$ cat src/rtl/variable_pkg.sv
// Shared game-wide constants and types: player codes, power range and the
// shot-power FSM state encoding.
package variable_pkg;

   localparam logic [1:0] PLAYER_1 = 2'd1;
   localparam logic [1:0] PLAYER_2 = 2'd2;

   localparam logic [4:0] POWER_MAX = 5'd31;

   typedef enum logic [1:0] {
      IDLE      = 2'd0,
      CHARGE    = 2'd1,
      FIRE      = 2'd2,
      WAIT_LAND = 2'd3
   } power_state_t;

   // True only for the two real player codes; anything else means no player.
   function automatic logic is_player(input logic [1:0] code);
      return (code == PLAYER_1) || (code == PLAYER_2);
   endfunction

endpackage

$ cat src/rtl/power_charge_if.sv
// Bundle between the game logic (master) and the shot-power block (slave).
// There is no valid/ready pair: fire is a one-cycle strobe and fire_power
// is valid in that same cycle and stays stable until the next strobe.
// state is a debug view of the power FSM.
interface power_charge_if;
   import variable_pkg::*;

   logic         charge_btn;
   logic [1:0]   current_player;
   logic         turn_active;
   logic         shot_done;
   logic [4:0]   power;
   logic         fire;
   logic [4:0]   fire_power;
   logic         busy;
   power_state_t state;

   modport master (
      output charge_btn, current_player, turn_active, shot_done,
      input  power, fire, fire_power, busy, state
   );

   modport slave (
      input  charge_btn, current_player, turn_active, shot_done,
      output power, fire, fire_power, busy, state
   );

endinterface

$ cat src/rtl/btn_sync.sv
// Two-flop synchronizer for an asynchronous key input, followed by a
// registered copy so press and release edges can be detected.
module btn_sync (
   input  logic clk60MHz,
   input  logic rst_n,
   input  logic din,
   output logic press_edge,
   output logic release_edge
);

   logic meta_q;
   logic sync_q;
   logic prev_q;

   // Synchronize the pin and keep one cycle of history for edge detection.
   always_ff @(posedge clk60MHz or negedge rst_n) begin
      if (!rst_n) begin
         meta_q <= 1'b0;
         sync_q <= 1'b0;
         prev_q <= 1'b0;
      end else begin
         meta_q <= din;
         sync_q <= meta_q;
         prev_q <= sync_q;
      end
   end

   assign press_edge   = sync_q & ~prev_q;
   assign release_edge = ~sync_q & prev_q;

endmodule

$ cat src/rtl/power_charge.sv
// Shot power generator: ramps power while the active player holds the
// shoot button, fires on release, then holds the value until landing.
module power_charge
   import variable_pkg::*;
#(
   parameter int unsigned TICK_CYCLES = 1_000_000,
   parameter bit          PINGPONG    = 1'b1,
   parameter int unsigned MIN_POWER   = 1
) (
   input  logic           clk60MHz,
   input  logic           rst_n,
   power_charge_if.slave  bus
);

   localparam int unsigned      CNT_W    = (TICK_CYCLES > 1) ? $clog2(TICK_CYCLES) : 1;
   localparam logic [CNT_W-1:0] CNT_LAST = CNT_W'(TICK_CYCLES - 1);
   localparam logic [4:0]       MIN_P    = 5'(MIN_POWER);

   power_state_t     state_q;
   logic [4:0]       power_q;
   logic             fire_q;
   logic [4:0]       fire_power_q;
   logic             busy_q;
   logic [CNT_W-1:0] cnt_q;
   logic             dir_down_q;
   logic [1:0]       player_q;

   logic             press_edge;
   logic             release_edge;
   logic             tick;
   logic             abort;
   logic [4:0]       step_power;
   logic             step_down;

   btn_sync u_btn_sync (
      .clk60MHz     (clk60MHz),
      .rst_n        (rst_n),
      .din          (bus.charge_btn),
      .press_edge   (press_edge),
      .release_edge (release_edge)
   );

   assign tick  = (state_q == CHARGE) && (cnt_q == CNT_LAST);
   assign abort = !bus.turn_active || (bus.current_player != player_q);

   // Tick divider: runs only while charging, so it always restarts at zero.
   always_ff @(posedge clk60MHz or negedge rst_n) begin
      if (!rst_n) begin
         cnt_q <= '0;
      end else if (state_q != CHARGE || tick) begin
         cnt_q <= '0;
      end else begin
         cnt_q <= cnt_q + CNT_W'(1);
      end
   end

   // Next ramp value and direction; saturates at both ends, never wraps.
   always_comb begin
      step_power = power_q;
      step_down  = dir_down_q;
      if (!dir_down_q) begin
         if (power_q != POWER_MAX) begin
            step_power = power_q + 5'd1;
         end else if (PINGPONG) begin
            step_down  = 1'b1;
            step_power = POWER_MAX - 5'd1;
         end
      end else begin
         if (power_q != 5'd0) begin
            step_power = power_q - 5'd1;
         end else begin
            step_down  = 1'b0;
            step_power = 5'd1;
         end
      end
   end

   // Power FSM with registered power, fire strobe, fired value and busy.
   always_ff @(posedge clk60MHz or negedge rst_n) begin
      if (!rst_n) begin
         state_q      <= IDLE;
         power_q      <= 5'd0;
         fire_q       <= 1'b0;
         fire_power_q <= 5'd0;
         busy_q       <= 1'b0;
         dir_down_q   <= 1'b0;
         player_q     <= 2'd0;
      end else begin
         fire_q <= 1'b0;
         case (state_q)
            IDLE: begin
               power_q <= 5'd0;
               if (press_edge && bus.turn_active && is_player(bus.current_player)) begin
                  state_q    <= CHARGE;
                  player_q   <= bus.current_player;
                  dir_down_q <= 1'b0;
                  busy_q     <= 1'b1;
               end
            end
            CHARGE: begin
               if (abort) begin
                  state_q <= IDLE;
                  power_q <= 5'd0;
                  busy_q  <= 1'b0;
               end else if (release_edge) begin
                  // A release on a tick cycle fires the pre-step value.
                  if (power_q >= MIN_P) begin
                     state_q      <= FIRE;
                     fire_q       <= 1'b1;
                     fire_power_q <= power_q;
                  end else begin
                     state_q <= IDLE;
                     power_q <= 5'd0;
                     busy_q  <= 1'b0;
                  end
               end else if (tick) begin
                  power_q    <= step_power;
                  dir_down_q <= step_down;
               end
            end
            FIRE: begin
               state_q <= WAIT_LAND;
            end
            WAIT_LAND: begin
               if (bus.shot_done) begin
                  state_q <= IDLE;
                  power_q <= 5'd0;
                  busy_q  <= 1'b0;
               end
            end
            default: begin
               state_q <= IDLE;
               power_q <= 5'd0;
               busy_q  <= 1'b0;
            end
         endcase
      end
   end

   assign bus.power      = power_q;
   assign bus.fire       = fire_q;
   assign bus.fire_power = fire_power_q;
   assign bus.busy       = busy_q;
   assign bus.state      = state_q;

endmodule

$ cat src/flat_wrapper.sv
// flat-port wrapper written by rule: the top's interface ports become plain ports
module power_charge_flat import variable_pkg::*;
#(
   parameter int unsigned TICK_CYCLES = 1_000_000,
   parameter bit          PINGPONG    = 1'b1,
   parameter int unsigned MIN_POWER   = 1
)
  (clk60MHz, rst_n, bus_charge_btn, bus_current_player, bus_turn_active, bus_shot_done, bus_power, bus_fire, bus_fire_power, bus_busy, bus_state);
  power_charge_if bus_i ();
  input  logic clk60MHz;
  input  logic rst_n;
  input wire logic [$bits(bus_i.charge_btn)-1:0] bus_charge_btn;
  input wire logic [$bits(bus_i.current_player)-1:0] bus_current_player;
  input wire logic [$bits(bus_i.turn_active)-1:0] bus_turn_active;
  input wire logic [$bits(bus_i.shot_done)-1:0] bus_shot_done;
  output wire logic [$bits(bus_i.power)-1:0] bus_power;
  output wire logic [$bits(bus_i.fire)-1:0] bus_fire;
  output wire logic [$bits(bus_i.fire_power)-1:0] bus_fire_power;
  output wire logic [$bits(bus_i.busy)-1:0] bus_busy;
  output wire logic [$bits(bus_i.state)-1:0] bus_state;
  assign bus_i.charge_btn = bus_charge_btn;
  assign bus_i.current_player = bus_current_player;
  assign bus_i.turn_active = bus_turn_active;
  assign bus_i.shot_done = bus_shot_done;
  assign bus_power = bus_i.power;
  assign bus_fire = bus_i.fire;
  assign bus_fire_power = bus_i.fire_power;
  assign bus_busy = bus_i.busy;
  assign bus_state = bus_i.state;
  power_charge #(.TICK_CYCLES(TICK_CYCLES), .PINGPONG(PINGPONG), .MIN_POWER(MIN_POWER)) u_core (.clk60MHz(clk60MHz), .rst_n(rst_n), .bus(bus_i));
endmodule
$ cat config.mk
export PLATFORM = sky130hd
export DESIGN_NAME = power_charge_flat
export DESIGN_NICKNAME = d
export VERILOG_FILES = /design/src/rtl/variable_pkg.sv /design/src/rtl/power_charge_if.sv /design/src/rtl/btn_sync.sv /design/src/rtl/power_charge.sv /design/src/flat_wrapper.sv
export SDC_FILE = /design/constraint.sdc
export NUM_CORES = 1
export LEC_CHECK = 0
export BUFFER_PORTS_ARGS = -buffer_cell sky130_fd_sc_hd__buf_4
export CAP_MARGIN = 20
export CORE_UTILIZATION = 40
export CTS_BUF_LIST = sky130_fd_sc_hd__clkbuf_2 sky130_fd_sc_hd__clkbuf_4 sky130_fd_sc_hd__clkbuf_8
export CTS_CLUSTER_SIZE = 12
export DETAILED_ROUTE_END_ITERATION = 12
export PLACE_DENSITY = 0.57
export SYNTH_ARGS = -nofsm -noshare
export SYNTH_HDL_FRONTEND = slang
export SYNTH_HIERARCHICAL = 1
export SYNTH_SLANG_ARGS = --single-unit
$ cat constraint.sdc
create_clock -name clk60MHz -period 3.6 [get_ports clk60MHz]
set_input_delay 0.18 -clock clk60MHz [delete_from_list [all_inputs] [get_ports clk60MHz]]
set_output_delay 0.18 -clock clk60MHz [all_outputs]
set_load 0.005 [all_outputs]
== Yosys cells after proc, flatten, opt, wreduce, memory -nomap -nowiden ==
Index checks and enable logic that the tools add are counted.

* Register bits after elaboration: 40

* Reductions and logical operators: 17
* Bitwise gates (word level): 5
* Eq/ne operators: 18
* Order comparisons: 1
* Muxes and demuxes: 34
* Add/subtract/negate cells: 3

{| class="wikitable"
|+ Operator list
! kind !! number
|-
| $mux 5 || 8
|-
| $add 20x1->20 const B || 1
|-
| $eq 20x20->1 const B || 1
|-
| $mux 20 || 1
|-
| $mux 1 || 16
|-
| $pmux 5 s3 || 1
|-
| $mux 2 || 5
|-
| $reduce_and 5->1 || 2
|-
| $pmux 2 s4 || 1
|-
| $reduce_and 4->1 || 2
|-
| $eq 2x2->1 const B || 3
|-
| $ne 2x1->1 const B || 3
|-
| $ne 2x2->1 const B || 3
|-
| $add 5x1->5 const B || 1
|-
| $ge 5x1->1 const B || 1
|-
| $ne 5x5->1 const B || 1
|-
| $reduce_bool 5->1 || 1
|-
| $sub 5x1->5 const B || 1
|-
| $eq 2x1->1 const B || 2
|-
| $ne 4x1->1 const B || 1
|-
| $ne 4x4->1 const B || 1
|-
| $logic_and 1x1->1 || 3
|-
| $logic_or 1x1->1 || 3
|-
| $ne 3x1->1 const B || 1
|-
| other kinds (12) || 15
|}

== Logic depth before layout (Yosys ltp) ==
Gate-level depths: netlist of the first run.

* Depth after elaboration: 7
* Gate-level depth with buffers: 7
* Depth with buffers taken out: 7

== Hierarchy ==
Netlist of the first run, hierarchy kept.

{| class="wikitable"
|+ By module, submodules not included
! module !! area an instance (µm²) !! times used !! cells an instance !! seq. area each (µm²)
|-
| power_charge || 2000.7 || 1 || 198 || 925.9
|-
| btn_sync || 90.1 || 1 || 5 || 75.1
|}

== Worst setup path after synthesis of the first run ==
Ideal clock, no wire load.

* Kind: flip-flop to flip-flop
* Start point: register u_core.power_q[0] (netlist: u_core/bus.power[0])
* End point: register u_core.power_q[3] (netlist: u_core/bus.power[3])
* Data arrival time: 1732 ps
* Period minus slack after synthesis: 1891 ps
* Cell stages (with the launch flop): 8
* Slack: 1709 ps
* Path buffers: 1
* Cells stage by stage: dfrtp_1 > ha_1 > and4_1 > clkbuf_1 > o311ai_0 > o31ai_1 > a22oi_1 > a41oi_1

* Cells in the longest elaborated chain, start to end: 7
* Elaborated cells between the ends (all ways): 14
* Classes of those cells: add/sub (2); order compare (1); eq/ne (2); mux (7); reduce/logical (2)

{| class="wikitable"
|+ RTL lines
! what !! RTL line !! RTL
|-
| start, declared || power_charge.sv:20 || <nowiki>logic [4:0] power_q;</nowiki>
|-
| start signal, assigned || power_charge.sv:117 || <nowiki>power_q <= step_power;</nowiki>
|-
| $add 5x1->5, or another cell as far along || power_charge.sv:63 || <nowiki>step_power = power_q + 5'd1;</nowiki>
|-
| $mux 5, on equally long branches || power_charge.sv:62, power_charge.sv:69 ||
|-
| $mux 5 || power_charge.sv:61 || <nowiki>if (!dir_down_q) begin</nowiki>
|-
| $mux 5 || power_charge.sv:116 || <nowiki>end else if (tick) begin</nowiki>
|-
| $mux 5 || power_charge.sv:105 || <nowiki>end else if (release_edge) begin</nowiki>
|-
| $mux 5 || power_charge.sv:101 || <nowiki>if (abort) begin</nowiki>
|-
| $pmux 5 s3 || power_charge.sv:90 || <nowiki>case (state_q)</nowiki>
|}

Several ways; a longest one is shown, not always the timed one. The select of a mux whose other input is x is not followed.
A chain may end at the register's enable or synchronous reset.

== Worst setup path after layout of the first run ==
Ends and elaborated chain as after synthesis.

==> results of run 1 <==
[through the flow]
stage / std cells / hold WS, ns / cell area (sq um) / util / worst slack, ns
after global placement: 285 / 0.1816 / 2302 / 0.4718 / 1.386
after detailed placement: 285 / 0.1887 / 2302 / 0.4718 / 1.427
after floorplan: 203 / -0.1156 / 2091 / - / 1.709
after CTS: 295 / 0.08498 / 2449 / 0.5018 / 1.397
final: 295 / 0.08825 / 2449 / 0.5018 / 1.349
after global routing: 295 / 0.09273 / 2449 / 0.5018 / 1.296
[power groups by stage]
stage / registers (W) / logic (W) / clock network, W
floorplan: 0.000510 / 0.0000951 / 0
global placement: 0.000514 / 0.000141 / 0
detailed placement: 0.000514 / 0.000145 / 0
CTS: 0.000505 / 0.000148 / 0.000408
global route: 0.000511 / 0.000164 / 0.000425
finish: 0.000506 / 0.000146 / 0.000400
[final cells by class]
class / count / area share
Clock buffer: 7 / 0.03935
Inverter: 4 / 0.006132
Timing Repair Buffer: 22 / 0.06949
Tap cell: 67 / 0.03424
Sequential cell: 40 / 0.4088
Clock inverter: 1 / 0.01226
Multi-Input combinational cell: 154 / 0.4297
[state kept, by name (all words and copies together) (netlist names), named ones only]
name / cells
u_core/bus.power: 5
u_core/dir_down_q: 1
u_core/bus.state: 1
u_core/u_btn_sync/sync_q: 1
u_core/player_q: 2
u_core/bus.fire_power: 5
u_core/cnt_q: 20
u_core/bus.fire: 1
u_core/bus.busy: 1
u_core/u_btn_sync/prev_q: 1
u_core/u_btn_sync/meta_q: 1
[cell usage after synthesis (4+ instances only)]
| cell type | number | area share |
|---|---|---|
| nor2_1 | 26 | 0.047 |
| and3_1 | 7 | 0.021 |
| nor2b_1 | 6 | 0.018 |
| mux2_2 | 6 | 0.032 |
| nor3_1 | 4 | 0.0096 |
| inv_1 | 4 | 0.0072 |
| a21oi_1 | 5 | 0.012 |
| nand2_1 | 9 | 0.016 |
| dfrtp_1 | 40 | 0.48 |
| o21ai_0 | 6 | 0.014 |
| nand3_1 | 13 | 0.031 |
| clkbuf_1 | 4 | 0.0072 |
| xnor2_1 | 9 | 0.038 |
| xor2_1 | 11 | 0.046 |
| ha_1 | 5 | 0.030 |
[layer usage]
layer  vias up  part of all wire  track usage
met3         7             0.049      0.04336
met5         -                 0            0
met2        39              0.46       0.2576
met1       777              0.48       0.2307
li1        772                 -            -
met4         0             0.012      0.05660
[cell usage in the layout (no fill, tap or decap), drive strengths merged, types with 2 or more instances in the layout]
master	n
dlygate4sd3	2
nor2	26
o31ai	2
nor2b	6
inv	4
and3	7
and4	2
nor4	3
and3b	2
or3	4
mux2	6
o21ai	6
xor2	11
nand4	3
nand2	10
nor4b	2
nor3	5
xnor2	9
a21oi	7
buf	20
a22o	2
clkbuf	7
nand3	14
a21o	2
ha	5
nor3b	3
dfrtp	40
[kinds of logic after synthesis]
logic type / after synthesis / synth area share
XOR/XNOR: 20 / 0.08378
flip-flops: 40 / 0.4788
multiplexers: 7 / 0.03710
AO/OA/AOI/OAI: 29 / 0.09755
AND/OR/NAND/NOR: 93 / 0.2549
adder cells (fa/ha/maj): 5 / 0.02992
buffers and inverters: 9 / 0.01795
[worst max path at each step]
stage	to	cells after the start
floorplan	u_core/bus.power[3]	7
global placement	u_core/bus.power[3]	6
detailed placement	u_core/bus.power[3]	6
CTS	u_core/bus.power[3]	6
global route	u_core/bus.power[3]	6
finish	u_core/bus.power[3]	6
[worst max-delay path, delay by kind of cell (launching register included)]
family | cells | cell delay [ns]
and+or+nand+nor | 1 | 0.29
adders and majority gates | 1 | 0.30
DFF | 1 | 0.52
AOI/OAI and AO/OA | 4 | 0.99
[what timing repair did]
action	in CTS	in global routing
setup endpoints to repair	0	0
hold endpoints to repair	41	0
hold buffers	2	0
gates resized for setup	0	0
==> results.tsv, run 1 <==
stage	metric	value	unit
worst_setup_path	worst-path fanout max	11	
worst_setup_path	reg2reg end	u_core/bus.power[3]	
job	Max Cap Violations	0	
drt	antenna-violating nets left	0	
clock_tree	CTS sink cnt	40	
hold_path	Min-Delay Endpoint	u_core/player_q[0]	
drt	First-pass DRT Iterations	4	
die	die height	74.30	um
worst_setup_path	r2r setup slk	1.35	ns
synth	Yosys Warn Count	6	
worst_setup_path	Setup CP Type	register to register	
pwr	Sw Ratio	0.2538	
pwr	Logic pwr share	0.139	
clock_tree	CTS tree	yes	
synth	Post-Syn Nets	215	
clock_tree	worst skew pair latency	0.29	ns
worst_setup_path	R2R depth	6	
timing	relative slew slack	0.4840	
hold_path	Hold Path Class	input pin to register	
pwr	Leak	1.108	nW
timing	FMAX	444.2	MHz
worst_setup_path	Critical Path Start	u_core/bus.power[0]	
synth	Synth Instances	203	
timing	clock skew	0.006573	ns
synth	number of synthesized flops with an enable pin	0	
global_routing	grt total ovfl	0	
worst_setup_path	cells along the critical path	ha_1, and4_1, o311ai_0, o31ai_1, a22oi_1, a41oi_1	
timing	RSZ-0062 raised after global routing	false	
global_routing	GRT Total Usage	0.1673	
die	total die area	5520	sq um
pwr	Internal	0.0007849	W
worst_setup_path	nature of the critical path startpoint	register	
die	Chip Width	74.30	um
placed_design	PortBufs	20	
worst_setup_path	reg2reg start	u_core/bus.power[0]	
final_layout	area of the multi-input gates	1052	sq um
timing	Slew Viols, Final	0	
timing	crit path time final	2.251	ns
die	io pins	21	
final_layout	P&R area growth vs syn	17.12	%
hold_path	hold_sp	bus_current_player[1]	
drt	DR DRC count	0	
worst_setup_path	Worst path slowest cell	o311ai_0	
drt	vias per cell	5.407	
pwr	Worst VDD drop	0.0001999	V
synth	synthesized area	2091	sq um
global_routing	initial antenna violation count	0	
timing	Tcrit/Tclk final	0.6253	
clock_tree	H-Tree Depth	2	
run_status	outcome	completed	
synth	asr flop ratio synth	1.000	
final_layout	Fillers	473	
final_layout	register area	1001	sq um
pwr	Pwr Density	429.6	nW/um^2
clock_tree	total CTS buffers	5	
final_layout	ratio of cells with drive above 1 in the final layout	0.1974	
synth	syn avg cell area	10.30	sq um
die	Rows	25	
placed_design	GPL Wtd Cong	0.8260	
clock_tree	Root Driver	clkbuf_8	
synth	commonest register cell after synthesis	dfrtp_1	
clock_tree	clock buffer depth	2	
timing	final hold viol count	0	
timing	setup TNS	0	ns
worst_setup_path	worst path required time	3.75	ns
timing	Worst Tran Pin Value	0.7723	ns
drt	Routed Wire Length	4134	um
drt	via count	1595	
clock_tree	number of post-CTS setup repair buffers	0	
global_routing	pin count of the biggest net entering global routing	41	
drt	Iter 0 DRT Violations	110	
placed_design	HPWL after DPL	2926	um
final_layout	Nets	239	
worst_setup_path	Crit. End Element	register	
worst_setup_path	CP peak stage delay	0.56	ns
synth	flops & latches, synth	40	
pwr	clock power share	0.380	
die	core area	4880	sq um
global_routing	first-pass GRT wire length	7024	um
synth	sequential-to-total area share from yosys stat	0.4788	
worst_setup_path	Critical Path AT	2.40	ns
synth	Synth cell types	49	
pwr	Final Total Pwr	0.001052	W
hold_path	hold path depth	2	
final_layout	Antenna diodes	0	
drt	drt wl/cell	14.01	um
pwr	sequential power share	0.481	
global_routing	vias in the first global route	1525	
die	Starting Density	0.4285	
timing	final setup fails	0	
pwr	Psw	0.0002669	W
clock_tree	Reg clk slew, reported paths	0.08	ns
(Power assumes the default switching activity.)
==> run 2, diff against run 1 <==
--- a/config.mk
+++ b/config.mk
@@ -5,13 +5,14 @@
 export SDC_FILE = /design/constraint.sdc
 export NUM_CORES = 1
 export LEC_CHECK = 0
+export ABC_AREA = 1
 export BUFFER_PORTS_ARGS = -buffer_cell sky130_fd_sc_hd__buf_4
 export CAP_MARGIN = 20
 export CORE_UTILIZATION = 40
 export CTS_BUF_LIST = sky130_fd_sc_hd__clkbuf_2 sky130_fd_sc_hd__clkbuf_4 sky130_fd_sc_hd__clkbuf_8
 export CTS_CLUSTER_SIZE = 12
 export DETAILED_ROUTE_END_ITERATION = 12
-export PLACE_DENSITY = 0.57
+export PLACE_DENSITY = 0.59
 export SYNTH_ARGS = -nofsm -noshare
 export SYNTH_HDL_FRONTEND = slang
 export SYNTH_HIERARCHICAL = 1
==> constraint.sdc (replaced) <==
create_clock -name clk60MHz -period 2 [get_ports clk60MHz]
set_input_delay 0.1 -clock clk60MHz [delete_from_list [all_inputs] [get_ports clk60MHz]]
set_output_delay 0.1 -clock clk60MHz [all_outputs]
set_load 0.005 [all_outputs]
==> run 2 against run 1 <==
  * Clock power is 47% higher
  * Design area grew 8.7%
  * Worst hold slack worse by 0.060 ns
  * Die area rose by 10%
  * Via count up 24%
  * Clock skew down 0.0042 ns
  * Synthesized area grew 10%
  * Worst setup slack worse by 1.0 ns
  * Largest power group unchanged
  * Highest routed layer unchanged
==> results.tsv, run 2 <==
stage	metric	value	unit	change
final_layout	ratio of cells with drive above 1 in the final layout	0.1458		was 0.1974
synth	Post-Syn Nets	325		was 215
timing	FMAX	594.6	MHz	was 444.2 MHz
placed_design	PortBufs	20		unchanged
pwr	Leak	1.359	nW	was 1.108 nW
pwr	Internal	0.001405	W	was 0.0007849 W
timing	final hold viol count	0		unchanged
synth	Synth top cells by count	84 x nand2_1, 47 x nor2_1, 45 x inv_1, 40 x dfrtp_1, 26 x nand3_1		was 40 x dfrtp_1, 26 x nor2_1, 13 x nand3_1, 11 x xor2_1
die	io pins	21		unchanged
die	core area	5540	sq um	was 4880 sq um
timing	setup TNS	0	ns	unchanged
worst_setup_path	reg2reg start	u_core/cnt_q[0]		was u_core/bus.power[0]
clock_tree	worst skew pair latency	0.29	ns	about the same
final_layout	Antenna diodes	0		unchanged
die	Rows	27		was 25
pwr	Pwr Density	809.7	nW/um^2	was 429.6 nW/um^2
synth	number of synthesized flops with an enable pin	0		unchanged
clock_tree	Reg clk slew, reported paths	0.08	ns	about the same
timing	final setup fails	0		unchanged
synth	sequential-to-total area share from yosys stat	0.4343		was 0.4788
timing	hold_ws	0.02868	ns	was 0.08825 ns
run_status	outcome	completed		unchanged
synth	Synth cell types	25		was 49
clock_tree	CTS sink cnt	40		unchanged
global_routing	first-pass GRT wire length	8142	um	was 7024 um
final_layout	Largest register FFs	20		unchanged
drt	via count	1972		was 1595
pwr	Psw	0.0007514	W	was 0.0002669 W
hold_path	Hold Path Class	input pin to register		unchanged
timing	crit path time final	1.682	ns	was 2.251 ns
drt	drt wl/cell	11.43	um	was 14.01 um
synth	asr flop ratio synth	1.000		unchanged
synth	flops & latches, synth	40		unchanged
final_layout	P&R area growth vs syn	15.53	%	was 17.12%
global_routing	initial antenna violation count	0		unchanged
worst_setup_path	Critical Path AT	1.86	ns	was 2.40 ns
global_routing	GRT Total Usage	0.1701		was 0.1673
final_layout	most common cell after layout, fill and taps aside	nand2_1		was dfrtp_1
final_layout	most frequent cells in the layout	84 x nand2_1, 47 x nor2_1, 45 x inv_1		was 40 x dfrtp_1, 26 x nor2_1, 20 x buf_4
pwr	Logic pwr share	0.280		was 0.139
clock_tree	total CTS buffers	5		unchanged
worst_setup_path	worst path required time	2.18	ns	was 3.75 ns
pwr	sequential power share	0.448		was 0.481
worst_setup_path	R2R depth	8		was 6
global_routing	vias in the first global route	1829		was 1525
die	total die area	6069	sq um	was 5520 sq um
timing	Slew Viols, Final	0		unchanged
global_routing	grt total ovfl	0		unchanged
drt	Iter 0 DRT Violations	121		was 110
synth	syn avg cell area	7.363	sq um	was 10.30 sq um
timing	clock skew	0.002404	ns	was 0.006573 ns
synth	Synth Instances	313		was 203
worst_setup_path	r2r setup slk	0.32	ns	was 1.35 ns
clock_tree	H-Tree Depth	2		unchanged
synth	Yosys Warn Count	6		unchanged
worst_setup_path	reg2reg end	u_core/dir_down_q		was u_core/bus.power[3]
placed_design	DP Worst Slack	0.2551	ns	was 1.427 ns
worst_setup_path	Crit. End Element	register		unchanged
hold_path	Min-Delay Endpoint	u_core/player_q[1]		was u_core/player_q[0]
worst_setup_path	Setup CP Type	register to register		unchanged
clock_tree	Root Driver	clkbuf_8		unchanged
hold_path	hold_sp	bus_current_player[0]		was bus_current_player[1]
synth	top-count cell post-synth	nand2_1		was dfrtp_1
final_layout	Nets	354		was 239
drt	vias per cell	4.752		was 5.407
die	Starting Density	0.4160		was 0.4285
pwr	clock power share	0.272		was 0.380
synth	Area contributors post-synth	dfrtp_1 43%, nand2_1 14%, nor2_1 7.7%, inv_1 7.3%, nand3_1 5.6%		was dfrtp_1 48%, nor2_1 4.7%, xor2_1 4.6%, xnor2_1 3.8%, mux2_2 3.2%
placed_design	HPWL after DPL	3432	um	was 2926 um
job	Max Cap Violations	0		unchanged
worst_setup_path	nature of the critical path startpoint	register		unchanged
drt	First-pass DRT Iterations	4		unchanged
placed_design	GPL Wtd Cong	0.8183		was 0.8260
pwr	Sw Ratio	0.3485		was 0.2538
worst_setup_path	worst-path fanout max	12		was 11
drt	DR DRC count	0		unchanged
synth	dominant cell type by area after synthesis	dfrtp_1		unchanged
hold_path	hold path depth	2		unchanged
synth	synthesized area	2305	sq um	was 2091 sq um
drt	antenna-violating nets left	0		unchanged
timing	fin worst setup slack	0.3181	ns	was 1.349 ns
drt	Routed Wire Length	4744	um	was 4134 um
pwr	Worst VDD drop	0.0004371	V	was 0.0001999 V
timing	Tcrit/Tclk final	0.8409		was 0.6253
synth	commonest register cell after synthesis	dfrtp_1		unchanged
timing	Worst Tran Pin Value	0.5197	ns	was 0.7723 ns
die	Chip Width	77.91	um	was 74.30 um
clock_tree	clock buffer depth	2		unchanged
die	die height	77.91	um	was 74.30 um
final_layout	area of the multi-input gates	1104	sq um	was 1052 sq um
final_layout	Final Util	0.4806		was 0.5018
final_layout	Fillers	563		was 473
final_layout	Reg with most FFs	u_core/cnt_q		unchanged
clock_tree	CTS tree	yes		unchanged
global_routing	pin count of the biggest net entering global routing	41		unchanged
final_layout	register area	1002	sq um	was 1001 sq um
timing	relative slew slack	0.6535		was 0.4840
timing	RSZ-0062 raised after global routing	false		unchanged
synth	Yosys top cell area share	0.4343		was 0.4788
## run 2: cell types whose count changed in the layout (fill, tap and decap cells not counted), sizes merged, moves of 8 or more
cell and change:
nand2 +78, inv +43, nand3 +15, o21ai +17, nor2 +23, xnor2 -8
## run 2: power groups by stage
stage | clock [W] | combinational [W] | sequential [W]
after CTS | 0.000608 | 0.000612 | 0.000964
after detailed placement | 0 | 0.000606 | 0.000980
after global placement | 0 | 0.000599 | 0.000979
after floorplan | 0 | 0.000440 | 0.000967
final | 0.000586 | 0.000605 | 0.000965
after global routing | 0.000630 | 0.000688 | 0.000974
## run 2: worst max path at each step
stage,endpoint,cells past startpoint,slack [ns],startpoint
after global routing,u_core/bus.power[2],11,0.06,u_core/bus.power[1]
after floorplan,u_core/dir_down_q,9,0.47,u_core/cnt_q[0]
after CTS,u_core/bus.power[2],11,0.23,u_core/bus.power[0]
final,u_core/dir_down_q,8,0.32,u_core/cnt_q[0]
after global placement,u_core/bus.power[2],11,0.27,u_core/bus.power[0]
after detailed placement,u_core/bus.power[2],11,0.26,u_core/bus.power[0]
## run 2: final cells by class
class,instances,area share
timing repair buffer,25,0.07237
tap,72,0.03383
sequential,40,0.3764
multi-input combinational,223,0.4145
clock buffer,8,0.03665
inverter,47,0.06626
## run 2: kinds of logic after synthesis
family | count (synthesis) | share of synthesized area
simple gates | 180 | 0.3518
fa+ha+maj | 5 | 0.02714
flops | 40 | 0.4343
buf+inv | 50 | 0.08686
compound gates | 33 | 0.08089
xor+xnor | 5 | 0.01900
## run 2: timing repair
item,in CTS,in global routing
hold endpoints to repair,41,0
buffers inserted,0,0
hold buffers,2,0
setup endpoints to repair,0,1
gates resized for setup,0,1
## run 2: worst max-delay path: stages (launching register included)
cell and delay, ns:
dfrtp_1 0.38, ha_1 0.22, inv_1 0.09, nor3_4 0.24, nand3_2 0.13, nand2_2 0.19
inv_2 0.15, o21ai_2 0.13, nand2_1 0.05
## run 2: metal layers
layer / part of all wire / vias to the layer above / track usage
met3: 0.030 / 6 / 0.03176
li1: - / 1040 / -
met2: 0.45 / 25 / 0.2850
met1: 0.50 / 901 / 0.2154
met5: 0 / - / 0
met4: 0.013 / 0 / 0.06852
## run 2: through the flow
| step | std cells | instance area [sq um] | total power, W |
|---|---|---|---|
| after floorplan | 313 | 2305 | 0.001407 |
| after global placement | 405 | 2544 | 0.001578 |
| after detailed placement | 405 | 2544 | 0.001586 |
| after CTS | 415 | 2661 | 0.002184 |
| after global routing | 415 | 2663 | 0.002292 |
| final | 415 | 2663 | 0.002156 |
==> run 3, diff against run 2 <==
--- a/config.mk
+++ b/config.mk
@@ -5,14 +5,14 @@
 export SDC_FILE = /design/constraint.sdc
 export NUM_CORES = 1
 export LEC_CHECK = 0
-export ABC_AREA = 1
+export ABC_AREA = 0
 export BUFFER_PORTS_ARGS = -buffer_cell sky130_fd_sc_hd__buf_4
 export CAP_MARGIN = 20
 export CORE_UTILIZATION = 40
 export CTS_BUF_LIST = sky130_fd_sc_hd__clkbuf_2 sky130_fd_sc_hd__clkbuf_4 sky130_fd_sc_hd__clkbuf_8
 export CTS_CLUSTER_SIZE = 12
 export DETAILED_ROUTE_END_ITERATION = 12
-export PLACE_DENSITY = 0.59
+export PLACE_DENSITY = 0.57
 export SYNTH_ARGS = -nofsm -noshare
 export SYNTH_HDL_FRONTEND = slang
 export SYNTH_HIERARCHICAL = 1
==> constraint.sdc (replaced) <==
create_clock -name clk60MHz -period 1.8 [get_ports clk60MHz]
set_input_delay 0.09 -clock clk60MHz [delete_from_list [all_inputs] [get_ports clk60MHz]]
set_output_delay 0.09 -clock clk60MHz [all_outputs]
set_load 0.005 [all_outputs]
==> run 3 against run 2 <==
  * The run now ends with negative setup slack left
  * Via count down 13%
  * Combinational power down 38%
  * Power down 6.7%
  * Die area down 9.1%
  * Worst hold slack worse by 0.017 ns
  * Global-route usage up 1.9 points
  * Highest routed layer unchanged
  * Largest cell class unchanged
  * Largest power group unchanged
==> results.tsv, run 3 (synthesis results as in run 1) <==
stage	metric	value	unit	change
run_status	outcome	finished, violations left		was completed
run_status	failing checks	negative setup slack		
pwr	Worst VDD drop	0.0005699	V	was 0.0004371 V
global_routing	first-pass GRT wire length	7831	um	was 8142 um
placed_design	GPL Wtd Cong	0.8488		was 0.8183
drt	met2 wire length	2356	um	was 2158 um
global_routing	grt total ovfl	0		unchanged
worst_setup_path	Crit. End Element	register		unchanged
worst_setup_path	Worst path slowest cell	or4b_4		was dfrtp_1
worst_setup_path	WP buf/inv	0		was 2
worst_setup_path	cells along the critical path	nand3_2, or4b_4, or3_4, o31ai_4, a22o_1		was ha_1, inv_1, nor3_4, nand3_2, nand2_2, inv_2, o21ai_2, nand2_1
worst_setup_path	CP peak stage delay	0.52	ns	was 0.38 ns
drt	via count	1723		was 1972
drt	uppermost layer routed	met4		unchanged
drt	DRT met1 WL	2180	um	was 2381 um
worst_setup_path	R2R depth	5		was 8
timing	relative slew slack	0.6005		was 0.6535
drt	routed wl met3	129	um	was 141 um
placed_design	Placed Cells	319		was 405
worst_setup_path	worst path required time	2.03	ns	was 2.18 ns
timing	RSZ-0062 raised after global routing	true		was false
die	io pins	21		unchanged
job	Max Cap Violations	0		unchanged
pwr	Leak	1.298	nW	was 1.359 nW
final_layout	most common cell after layout, fill and taps aside	buf_4		was nand2_1
drt	Iter 0 DRT Violations	151		was 121
placed_design	PortBufs	20		unchanged
global_routing	pin count of the biggest net entering global routing	41		unchanged
worst_setup_path	Setup CP Type	register to register		unchanged
drt	First-pass DRT Iterations	4		unchanged
clock_tree	CTS tree	yes		unchanged
worst_setup_path	Worst path top cell family by delay	simple AND/OR/NAND/NOR gates		unchanged
timing	final hold viol count	0		unchanged
drt	DR DRC count	0		unchanged
die	Chip Width	74.30	um	was 77.91 um
global_routing	initial antenna violation count	0		unchanged
final_layout	Antenna diodes	0		unchanged
timing	clock skew	0.008214	ns	was 0.002404 ns
die	Starting Density	0.4285		was 0.4160
final_layout	most frequent cells in the layout	55 x buf_4, 40 x dfrtp_1, 25 x nor2_1		was 84 x nand2_1, 47 x nor2_1, 45 x inv_1
drt	Routed Wire Length	4722	um	was 4744 um
clock_tree	CTS sink cnt	40		unchanged
placed_design	area post-placement	2562	sq um	was 2544 sq um
drt	drt wl/cell	14.27	um	was 11.43 um
final_layout	Final Util	0.5649		was 0.4806
final_layout	post-route cell area	2756	sq um	was 2663 sq um
timing	crit path time final	1.819	ns	was 1.682 ns
global_routing	GRT Total Usage	0.1889		was 0.1701
timing	final setup fails	1		was 0
clock_tree	Reg clk slew, reported paths	0.07	ns	was 0.08 ns
hold_path	Hold Path Class	input pin to register		unchanged
timing	FMAX	549.6	MHz	was 594.6 MHz
clock_tree	Root Driver	clkbuf_8		unchanged
final_layout	Reg with most FFs	u_core/cnt_q		unchanged
final_layout	P&R area growth vs syn	31.84	%	was 15.53%
clock_tree	clock buffer depth	2		unchanged
pwr	Pwr Density	730.0	nW/um^2	was 809.7 nW/um^2
worst_setup_path	nature of the critical path startpoint	register		unchanged
worst_setup_path	critical path depth	5		was 8
timing	Tcrit/Tclk final	1.011		was 0.8409
timing	Worst Tran Pin Value	0.5947	ns	was 0.5197 ns
clock_tree	H-Tree Depth	2		unchanged
clock_tree	total CTS buffers	5		unchanged
die	Rows	25		was 27
worst_setup_path	Critical Path AT	2.05	ns	was 1.86 ns
final_layout	ratio of cells with drive above 1 in the final layout	0.3333		was 0.1458
final_layout	final cell count without fillers	331		was 415
global_routing	vias in the first global route	1699		was 1829
placed_design	HPWL after DPL	3479	um	was 3432 um
die	core area	4880	sq um	was 5540 sq um
timing	Slew Viols, Final	0		unchanged
drt	vias per cell	5.205		was 4.752
die	total die area	5520	sq um	was 6069 sq um
final_layout	Nets	275		was 354
timing	fin worst setup slack	-0.01938	ns	was 0.3181 ns
die	die height	74.30	um	was 77.91 um
clock_tree	worst skew pair latency	0.29	ns	about the same
final_layout	Largest register FFs	20		unchanged
worst_setup_path	worst-path fanout max	3		was 12
drt	antenna-violating nets left	0		unchanged
hold_path	hold path depth	2		unchanged
run 3: power by group:
group | switching (W) | internal (W)
Combinational | 0.000206 | 0.000169
Clock | 0.000295 | 0.000343
Sequential | 0.0000396 | 0.000959
Total | 0.000541 | 0.00147
run 3: layer usage:
metal | track usage | vias to the layer above
li1 | - | 842
met1 | 0.2398 | 846
met2 | 0.3141 | 28
met3 | 0.04336 | 7
met4 | 0.07338 | 0
met5 | 0 | -
run 3: what timing repair did:
action                                  in CTS  in global routing
hold buffers                                 2                  0
resized for setup                            3                  8
hold endpoints to repair                    41                  0
pin swaps                                    4                  3
buffers inserted                             1                  1
endpoints found under the setup margin      22                 31
run 3: final cells by class:
class,count,area [sq um]
well taps,67,83.83
inverters,4,15.01
flip-flops and latches,40,1001
repair buffers,58,444.2
multi-input cells,154,1115
fillers,442,2123
clock buffers,8,97.59
run 3: through the flow:
| stage | power, W | TNS [ns] | hold slack [ns] | setup WS [ns] |
|---|---|---|---|---|
| 5_1_grt | 0.002118 | -0.7658 | 0.01211 | -0.08017 |
| 2_1_floorplan | 0.001228 | -0.2023 | -0.2056 | -0.06603 |
| 3_3_place_gp | 0.001362 | -0.04226 | 0.09592 | -0.02558 |
| 3_5_place_dp | 0.001375 | -0.1804 | 0.09614 | -0.05107 |
| 6_report | 0.002012 | -0.01938 | 0.01197 | -0.01938 |
| 4_1_cts | 0.002030 | -0.04897 | 0.002833 | -0.02857 |
run 3: worst paths after layout:
kind / start / endpoint / slack [ns]
max in group asynchronous: rst_n / u_core/cnt_q[18] / 1.14
setup reg to reg: u_core/cnt_q[16] / u_core/bus.power[0] / -0.02
setup / recovery: u_core/cnt_q[16] / u_core/bus.power[0] / -0.02
hold / removal: bus_current_player[1] / u_core/player_q[0] / 0.01
min in group asynchronous: rst_n / u_core/bus.fire_power[4] / 0.30
hold reg to reg: u_core/u_btn_sync/meta_q / u_core/u_btn_sync/sync_q / 0.36
